<file path="src/rtl/serial_add_ctrl_if.sv">
// Handshake and operand/result bundle for the bit-serial adder sequencer.
// With SERIAL_ADD_SUB_EN defined the bundle also carries the subtract select.
interface serial_add_ctrl_if #(
    parameter int WIDTH = 8
);
    logic             start;
    logic [WIDTH-1:0] a;
    logic [WIDTH-1:0] b;
`ifdef SERIAL_ADD_SUB_EN
    logic             sub;
`endif
    logic             busy;
    logic             done;
    logic [WIDTH-1:0] sum;
    logic             carry_out;

`ifdef SERIAL_ADD_SUB_EN
    modport master (output start, a, b, sub, input busy, done, sum, carry_out);
    modport slave  (input start, a, b, sub, output busy, done, sum, carry_out);
`else
    modport master (output start, a, b, input busy, done, sum, carry_out);
    modport slave  (input start, a, b, output busy, done, sum, carry_out);
`endif
endinterface

</file>
<file path="src/rtl/serial_add_ctrl.sv">
// Bit-serial adder sequencer: one full-add slice, LSB first, one bit per clock.
// Optional macro SERIAL_ADD_SUB_EN adds a - b (B inverted, carry-in 1).
//
// state  | meaning
// IDLE   | waiting for start, outputs hold last result
// RUN    | one operand bit per cycle, WIDTH cycles
// DONE   | one-cycle done pulse, result already on sum/carry_out
module serial_add_ctrl #(
    parameter int WIDTH = 8
) (
    input  logic             clk,
    input  logic             rst,
    serial_add_ctrl_if.slave bus
);
    localparam int CNT_W = $clog2(WIDTH) + 1;

    typedef enum logic [1:0] {
        S_IDLE = 2'd0,
        S_RUN  = 2'd1,
        S_DONE = 2'd2
    } state_t;

    state_t           r_state;
    state_t           w_state_nxt;
    logic [WIDTH-1:0] r_op_a;
    logic [WIDTH-1:0] r_op_b;
    logic [WIDTH-1:0] r_res;
    logic [WIDTH-1:0] r_sum;
    logic             r_carry;
    logic             r_cout;
    logic [CNT_W-1:0] r_cnt;
    logic             w_sub;
    logic             w_s;
    logic             w_c;
    logic             w_last;
    logic             w_accept;

`ifdef SERIAL_ADD_SUB_EN
    assign w_sub = bus.sub;
`else
    assign w_sub = 1'b0;
`endif

    // B is stored pre-inverted for subtract, so the slice itself is add-only
    assign w_s    = r_op_a[0] ^ r_op_b[0] ^ r_carry;
    assign w_c    = (r_op_a[0] & r_op_b[0]) | (r_op_a[0] & r_carry) | (r_op_b[0] & r_carry);
    assign w_last = (r_cnt == CNT_W'(WIDTH - 1));

    always_comb begin
        w_state_nxt = r_state;
        w_accept    = 1'b0;
        case (r_state)
            S_IDLE: begin
                if (bus.start) begin
                    w_state_nxt = S_RUN;
                    w_accept    = 1'b1;
                end
            end
            S_RUN: begin
                if (w_last) begin
                    w_state_nxt = S_DONE;
                end
            end
            S_DONE:  w_state_nxt = S_IDLE;
            default: w_state_nxt = S_IDLE;
        endcase
    end

    always_ff @(posedge clk) begin
        if (rst) begin
            r_state <= S_IDLE;
        end else begin
            r_state <= w_state_nxt;
        end
    end

    always_ff @(posedge clk) begin
        if (rst) begin
            r_op_a  <= '0;
            r_op_b  <= '0;
            r_res   <= '0;
            r_carry <= 1'b0;
            r_cnt   <= '0;
            r_sum   <= '0;
            r_cout  <= 1'b0;
        end else begin
            case (r_state)
                S_IDLE: begin
                    if (w_accept) begin
                        r_op_a  <= bus.a;
                        r_op_b  <= w_sub ? ~bus.b : bus.b;
                        r_carry <= w_sub;
                        r_cnt   <= '0;
                    end
                end
                S_RUN: begin
                    r_op_a  <= r_op_a >> 1;
                    r_op_b  <= r_op_b >> 1;
                    r_res   <= {w_s, r_res[WIDTH-1:1]};
                    r_carry <= w_c;
                    r_cnt   <= r_cnt + 1'b1;
                    // Publish on entry to DONE so the result is valid with the done pulse
                    if (w_last) begin
                        r_sum  <= {w_s, r_res[WIDTH-1:1]};
                        r_cout <= w_c;
                    end
                end
                default: begin
                end
            endcase
        end
    end

    assign bus.busy      = (r_state != S_IDLE);
    assign bus.done      = (r_state == S_DONE);
    assign bus.sum       = r_sum;
    assign bus.carry_out = r_cout;
endmodule

</file>
<file path="src/flat_wrapper.sv">
// flat-port wrapper written by rule: the top's interface ports become plain ports
module serial_add_ctrl_flat 
#(
    parameter int WIDTH = 8
)
  (clk, rst, bus_start, bus_a, bus_b, bus_busy, bus_done, bus_sum, bus_carry_out);
  serial_add_ctrl_if #(.WIDTH(WIDTH)) bus_i ();
  input  logic clk;
  input  logic rst;
  input wire logic [$bits(bus_i.start)-1:0] bus_start;
  input wire logic [$bits(bus_i.a)-1:0] bus_a;
  input wire logic [$bits(bus_i.b)-1:0] bus_b;
  output wire logic [$bits(bus_i.busy)-1:0] bus_busy;
  output wire logic [$bits(bus_i.done)-1:0] bus_done;
  output wire logic [$bits(bus_i.sum)-1:0] bus_sum;
  output wire logic [$bits(bus_i.carry_out)-1:0] bus_carry_out;
  assign bus_i.start = bus_start;
  assign bus_i.a = bus_a;
  assign bus_i.b = bus_b;
  assign bus_busy = bus_i.busy;
  assign bus_done = bus_i.done;
  assign bus_sum = bus_i.sum;
  assign bus_carry_out = bus_i.carry_out;
  serial_add_ctrl #(.WIDTH(WIDTH)) u_core (.clk(clk), .rst(rst), .bus(bus_i));
endmodule
</file>
<file path="config.mk">
export PLATFORM = sky130hd
export DESIGN_NAME = serial_add_ctrl_flat
export DESIGN_NICKNAME = d
export VERILOG_FILES = /design/src/rtl/serial_add_ctrl_if.sv /design/src/rtl/serial_add_ctrl.sv /design/src/flat_wrapper.sv
export SDC_FILE = /design/constraint.sdc
export NUM_CORES = 1
export LEC_CHECK = 0
export CORE_MARGIN = 2
export CORE_UTILIZATION = 41
export DETAILED_ROUTE_END_ITERATION = 12
export GPL_TIMING_DRIVEN = 1
export PLACE_DENSITY = 0.67
export SLEW_MARGIN = 20
export SYNTH_ARGS = -nofsm -noshare
export SYNTH_HDL_FRONTEND = slang
export SYNTH_SLANG_ARGS = --single-unit
</file>
<file path="constraint.sdc">
create_clock -name clk -period 1 [get_ports clk]
set_input_delay 0.15 -clock clk [delete_from_list [all_inputs] [get_ports clk]]
set_output_delay 0.15 -clock clk [all_outputs]
set_load 0.02 [all_outputs]
</file>
==> results.sh, run 1 <==
export IMPL_antenna_found_initial=0
export IMPL_cp_start_kind="flop"
export IMPL_synth_xor_area_share_pct=0
export IMPL_placed_area_um2=2426
export IMPL_num_antenna_cells=0
export IMPL_drt_wl_total_um=4589
export IMPL_maxSlewViolCount=0
export IMPL_violations="setup timing"
export IMPL_final_layout_size_suffix_gt1_share_pct=34.19
export IMPL_synthAdderAreaFrac_pct=1.808
export IMPL_fin_crit_sh_pct=123.1
export IMPL_cts_root_buf="clkbuf_8"
export IMPL_synth_compound_area_share_pct=30.04
export IMPL_die_area_um2=4934
export IMPL_post_place_ws_ns=-0.4273
export IMPL_layout_common_cells="a21oi_1, dfxtp_1, buf_4"
export IMPL_status="finished, violations left"
export IMPL_drc=0
export IMPL_drt_iter0_markers=125
export IMPL_setup_tns_ns=-6.426
export IMPL_post_dp_hpwl_um=2993
export IMPL_syn_area_per_cell_um2=8.330
export IMPL_max_freq_mhz=812.0
export IMPL_vias_per_cell=5.343
export IMPL_fin_worst_skew_ns=0.004398
export IMPL_synthToLayoutAreaGrowth_pct=48.47
export IMPL_first_global_vias=1697
export IMPL_fillers=381
export IMPL_path_class="reg2reg"
export IMPL_ios=30
export IMPL_grt_max_degree=23
export IMPL_rows=24
export IMPL_synth_top_family_by_area="compound AO/OA/AOI/OAI gates"
export IMPL_worst_path_largest_cell_delay_ns=0.35
export IMPL_synth_async_sr_flop_share_pct=0
export IMPL_first_pass_iters=4
export IMPL_cp_data_arrival_time_ns=1.45
export IMPL_htree_levels=2
export IMPL_synth_top_cell_by_area="dfxtp_1"
export IMPL_ys_ff_latch=39
export IMPL_layout_setup_ws_ns=-0.2315
export IMPL_p_leak_nw=1.058
export IMPL_clk_latency_ns=0.29
export IMPL_required_ns=1.22
export IMPL_grt_total_usage_pct=19.35
export IMPL_synth_main_ff_cell="dfxtp_1"
export IMPL_routed_via_count=1731
export IMPL_vdd_drop_max_mv=0.8031
export IMPL_ant_nets=0
export IMPL_hold_ws_ns=0.4610
export IMPL_synthSimpleGateAreaFrac_pct=16.06
export IMPL_finalNonFillerCells=324
export IMPL_synth_area_leaders="dfxtp_1, a21oi_1, o221a_1"
export IMPL_pwr_density_cell_nw_per_um2=1228
export IMPL_synth_cell_types=30
export IMPL_ys_seq_area_share_pct=43.39
export IMPL_layout_commonest_cell="a21oi_1"
export IMPL_clock_sinks=39
export IMPL_layout_min_cycle_time_ns=1.231
export IMPL_dp_cells=310
export IMPL_crit_chain="buf_6, nand2b_4, or3_1, a31oi_1"
export IMPL_critPathMaxFanout=5
export IMPL_start_util_pct=41.90
export IMPL_rsz0062_at_grt="yes"
export IMPL_hp_class="reg2reg"
export IMPL_drv_cap=0
export IMPL_slew_headroom_pct=83.33
export IMPL_setup_viol_count_final=41
export IMPL_syn_inst=216
export IMPL_worst_pin_slew_ns=0.2495
export IMPL_cts_hold_buf=0
export IMPL_gp_congestion=0.7655
export IMPL_mappedNetlistArea_um2=1799
export IMPL_cts_buffers=5
export IMPL_layout_nets=292
export IMPL_critPathCaptureType="flop"
export IMPL_post_route_util_pct=62.21
export IMPL_hold_violations=0
export IMPL_finalPower_mw=3.281
export IMPL_postLayoutCellArea_um2=2671
export IMPL_grt_overflow=0
export IMPL_clk_path_buf_depth=2
export IMPL_muxShareOfSynthArea_pct=0.5563
export IMPL_yosysTopAreaCellShare_pct=43.39
export IMPL_ff2ff_setup_slack_ns=-0.23
export IMPL_dieWidth_um=70.25
export IMPL_cts_tree="built"
export IMPL_grt_pass1_wl_um=7645
export IMPL_cpMaxStageDelayCell="dfxtp_2"
export IMPL_synth_edff_count=0
export IMPL_synth_nets=237
export IMPL_io_buffers=29
export IMPL_ys_warn_count=0
export IMPL_routedWlPerCell_um=14.16
export IMPL_clkTransAtPathRegs_ns=0.07
export IMPL_die_h_um=70.25
export IMPL_core_area_um2=4294
power breakdown:
part / internal [mW] / switching [mW]
clock network: 0.490 / 0.547
logic: 0.318 / 0.246
registers: 1.62 / 0.0596
layer usage:
layer,vias to the layer above,global-route usage [%],wire [um]
met3,6,5.628,167
met4,0,5.769,54
met1,815,24.64,2217
met2,26,31.66,2149
met5,-,0,0
li1,884,-,-
sequential cells by signal, indices dropped and copies added, names as in the netlist:
register / flops
u_core.bus.sum: 8
u_core.r_carry: 1
u_core.r_state: 2
u_core.r_res: 7
u_core.bus.carry_out: 1
u_core.r_cnt: 4
u_core.r_op_b: 8
u_core.r_op_a: 8
cells in the mapped netlist, drive strengths merged (2+ instances only):
library cell,instances
nor2,19
buf,14
o22a,6
dfxtp,39
a21oi,41
a22oi,2
o31ai,9
o221a,14
nand3,11
nand2b,2
nor2b,6
o22ai,2
or2,2
nand2,19
inv,14
clkbuf,5
cell families after synthesis:
| group | Yosys count |
|---|---|
| mux | 1 |
| fa+ha+maj | 2 |
| flops | 39 |
| buf+inv | 33 |
| simple gates | 63 |
| compound gates | 78 |
worst max-delay path, delay by kind of cell, from the launching register on:
kind / cells / cell delay (ns)
simple gates: 2 / 0.52
flops: 1 / 0.35
compound gates: 1 / 0.15
buf+inv: 1 / 0.13
path summary, 6_finish.rpt:
path | from | end | cells past startpoint
hold / removal | u_core.r_res[1] | u_core.r_res[1] | 2
hold reg to reg | u_core.r_res[1] | u_core.r_res[1] | 2
setup reg to reg | u_core.r_state[1] | u_core.r_cnt[3] | 4
setup / recovery | u_core.r_state[1] | u_core.r_cnt[3] | 4
cell type report:
cell class / count / area [um^2] / share of cell area (%)
clock buffers: 7 / 76.32 / 2.857
clock inverters: 1 / 5.005 / 0.1874
inverters: 14 / 52.55 / 1.967
flip-flops and latches: 39 / 790.8 / 29.60
well taps: 52 / 65.06 / 2.436
repair buffers: 67 / 655.6 / 24.54
multi-input cells: 144 / 1026 / 38.41
repair_timing:
item                                    in CTS  in global routing
pin swaps                                    4                  1
endpoints found under the setup margin      50                 42
hold endpoints to repair                     0                  0
gates resized for setup                     71                 15
cloned                                       0                  1
buffers inserted                             3                  3
Note: power is estimated with default switching activity, not from simulation.
==> run 2, diff against run 1 <==
- CORE_UTILIZATION: 41 -> 47
- CTS_CLUSTER_DIAMETER: default -> 120
- PLACE_DENSITY: 0.67 -> 0.75
==> run 2 against run 1 <==
Compared with the run above: the run still ends with setup timing left; final area up 2.9%; via count grew 0.87%; power rose by 10%; combinational power rose by 3%; count of clock-buffer cells in the layout fell by 1; utilization up 13 points; largest power group unchanged; hold slack improved by 0.011 ns; critical path depth grew 1; worst setup slack lost 0.0029 ns; first-iteration DRC count shrank 16%; non-clock buffer count fell by 2.
==> results.sh, run 2 (synthesized netlist as in run 1, its figures left out) <==
export IMPL_status="finished, violations left"
export IMPL_violations="setup timing"
export IMPL_cts_tree="built"
export IMPL_cp_data_arrival_time_ns=1.46
export IMPL_p_leak_nw=1.049
export IMPL_layout_common_cells="a21oi_1, buf_4, dfxtp_1"
export IMPL_first_global_vias=1698
export IMPL_routedWlPerCell_um=14.99
export IMPL_clock_sinks=39
export IMPL_setup_viol_count_final=41
export IMPL_dp_cells=308
export IMPL_setup_tns_ns=-6.851
export IMPL_pwr_density_cell_nw_per_um2=1314
export IMPL_gp_congestion=0.8144
export IMPL_max_freq_mhz=810.1
export IMPL_r2r_start="u_core.r_state[1]"
export IMPL_synthToLayoutAreaGrowth_pct=52.78
export IMPL_critPathMaxFanout=7
export IMPL_layout_commonest_cell="a21oi_1"
export IMPL_drc=0
export IMPL_layout_nets=291
export IMPL_core_area_um2=3661
export IMPL_io_buffers=29
export IMPL_drt_iter0_markers=105
export IMPL_clk_path_buf_depth=2
export IMPL_rsz0062_at_grt="yes"
export IMPL_ios=30
export IMPL_drv_cap=0
export IMPL_antenna_found_initial=0
export IMPL_final_layout_size_suffix_gt1_share_pct=35.79
export IMPL_clkTransAtPathRegs_ns=0.08
export IMPL_hold_violations=0
export IMPL_holdPathEnd="u_core.bus.sum[0]"
export IMPL_dieWidth_um=65.87
export IMPL_finalNonFillerCells=319
export IMPL_rows=22
export IMPL_grt_overflow=0
export IMPL_min_from="u_core.bus.sum[0]"
export IMPL_ff2ff_path_depth=5
export IMPL_cp_start_kind="flop"
export IMPL_layout_min_cycle_time_ns=1.234
export IMPL_die_h_um=65.87
export IMPL_slew_headroom_pct=79.27
export IMPL_grt_pass1_wl_um=7645
export IMPL_worst_pin_slew_ns=0.3105
export IMPL_cts_root_buf="clkbuf_8"
export IMPL_drt_wl_total_um=4783
export IMPL_critPathCaptureType="flop"
export IMPL_min_path_cells=2
export IMPL_htree_levels=2
export IMPL_post_dp_hpwl_um=2980
export IMPL_die_area_um2=4339
export IMPL_clk_latency_ns=0.29
export IMPL_ff2ff_setup_slack_ns=-0.23
export IMPL_layout_setup_ws_ns=-0.2344
export IMPL_maxSlewViolCount=0
export IMPL_first_pass_iters=4
export IMPL_vias_per_cell=5.473
export IMPL_fin_crit_sh_pct=123.4
export IMPL_cts_hold_buf=0
export IMPL_path_class="reg2reg"
export IMPL_grt_max_degree=28
export IMPL_ant_nets=0
export IMPL_vdd_drop_max_mv=1.153
export IMPL_fin_worst_skew_ns=0.004274
export IMPL_r2r_end="u_core.r_res[6]"
export IMPL_num_antenna_cells=0
export IMPL_start_util_pct=49.15
export IMPL_required_ns=1.22
export IMPL_hp_class="reg2reg"
export IMPL_cts_buffers=5
export IMPL_grt_total_usage_pct=23.06
export IMPL_routed_via_count=1746
run 2: changes by cell type in the layout (fill, tap and decap cells not counted), moves of 3 or more:
cell,previous run,this run
o31ai_2,8,2
o31ai_4,1,7
buf_12,6,2
dfxtp_1,33,29
dfxtp_2,5,9
buf_2,7,4
buf_6,8,11
run 2: area by class of cell:
type | count | area (um^2)
clock buffers | 6 | 82.58
repair buffers | 65 | 614.3
well taps | 48 | 60.06
clock inverters | 2 | 35.03
fillers | 257 | 912.1
inverters | 14 | 52.55
multi-input cells | 145 | 1109
flip-flops and latches | 39 | 795.8
run 2: timing repair:
action,CTS,global route
pin swaps,18,5
gates resized for setup,85,18
setup endpoints to repair,50,46
gates cloned,2,0
setup buffers,2,0
run 2: critical path: stages (launching register included):
cell,delay [ns]
dfxtp_2,0.36
buf_6,0.13
nand2b_4,0.19
bufbuf_16,0.28
nand2_1,0.07
a21oi_2,0.15
run 2: how the worst max path moves through the flow:
stage	cells after the start	to	slack, ns	from
floorplan	3	u_core.bus.sum[7]	-0.08	u_core.r_carry
global placement	5	u_core.r_op_b[4]	-0.39	bus_start
detailed placement	5	u_core.r_op_b[5]	-0.41	bus_start
CTS	5	u_core.r_res[6]	-0.21	u_core.r_state[1]
global route	6	u_core.bus.sum[3]	-0.28	u_core.r_state[1]
finish	5	u_core.r_res[6]	-0.23	u_core.r_state[1]
run 2: stage by stage:
step / cell area (um^2) / hold WS, ns / power [mW] / setup slack (ns) / util (%)
final: 2749 / 0.4715 / 3.612 / -0.2344 / 75.09
after global placement: 2399 / 0.4431 / 2.191 / -0.3882 / 65.52
after CTS: 2681 / 0.4650 / 3.605 / -0.2104 / 73.24
after floorplan: 1869 / 0.3336 / 1.986 / -0.07804 / -
after detailed placement: 2399 / 0.4541 / 2.206 / -0.4093 / 65.52
after global routing: 2749 / 0.4917 / 3.763 / -0.2840 / 75.09
run 2: report_power, final:
part | internal [mW] | switching, mW | total [mW]
combinational | 0.322 | 0.259 | 0.581
sequential | 1.62 | 0.0584 | 1.68
clock | 0.807 | 0.545 | 1.35
run 2: metal layers:
layer,routed length (um),GRT usage (%),vias to the layer above
met1,2241,30.24,835
li1,-,-,879
met4,17,8.073,0
met5,0,0,-
met2,2340,37.50,30
met3,184,4.770,2
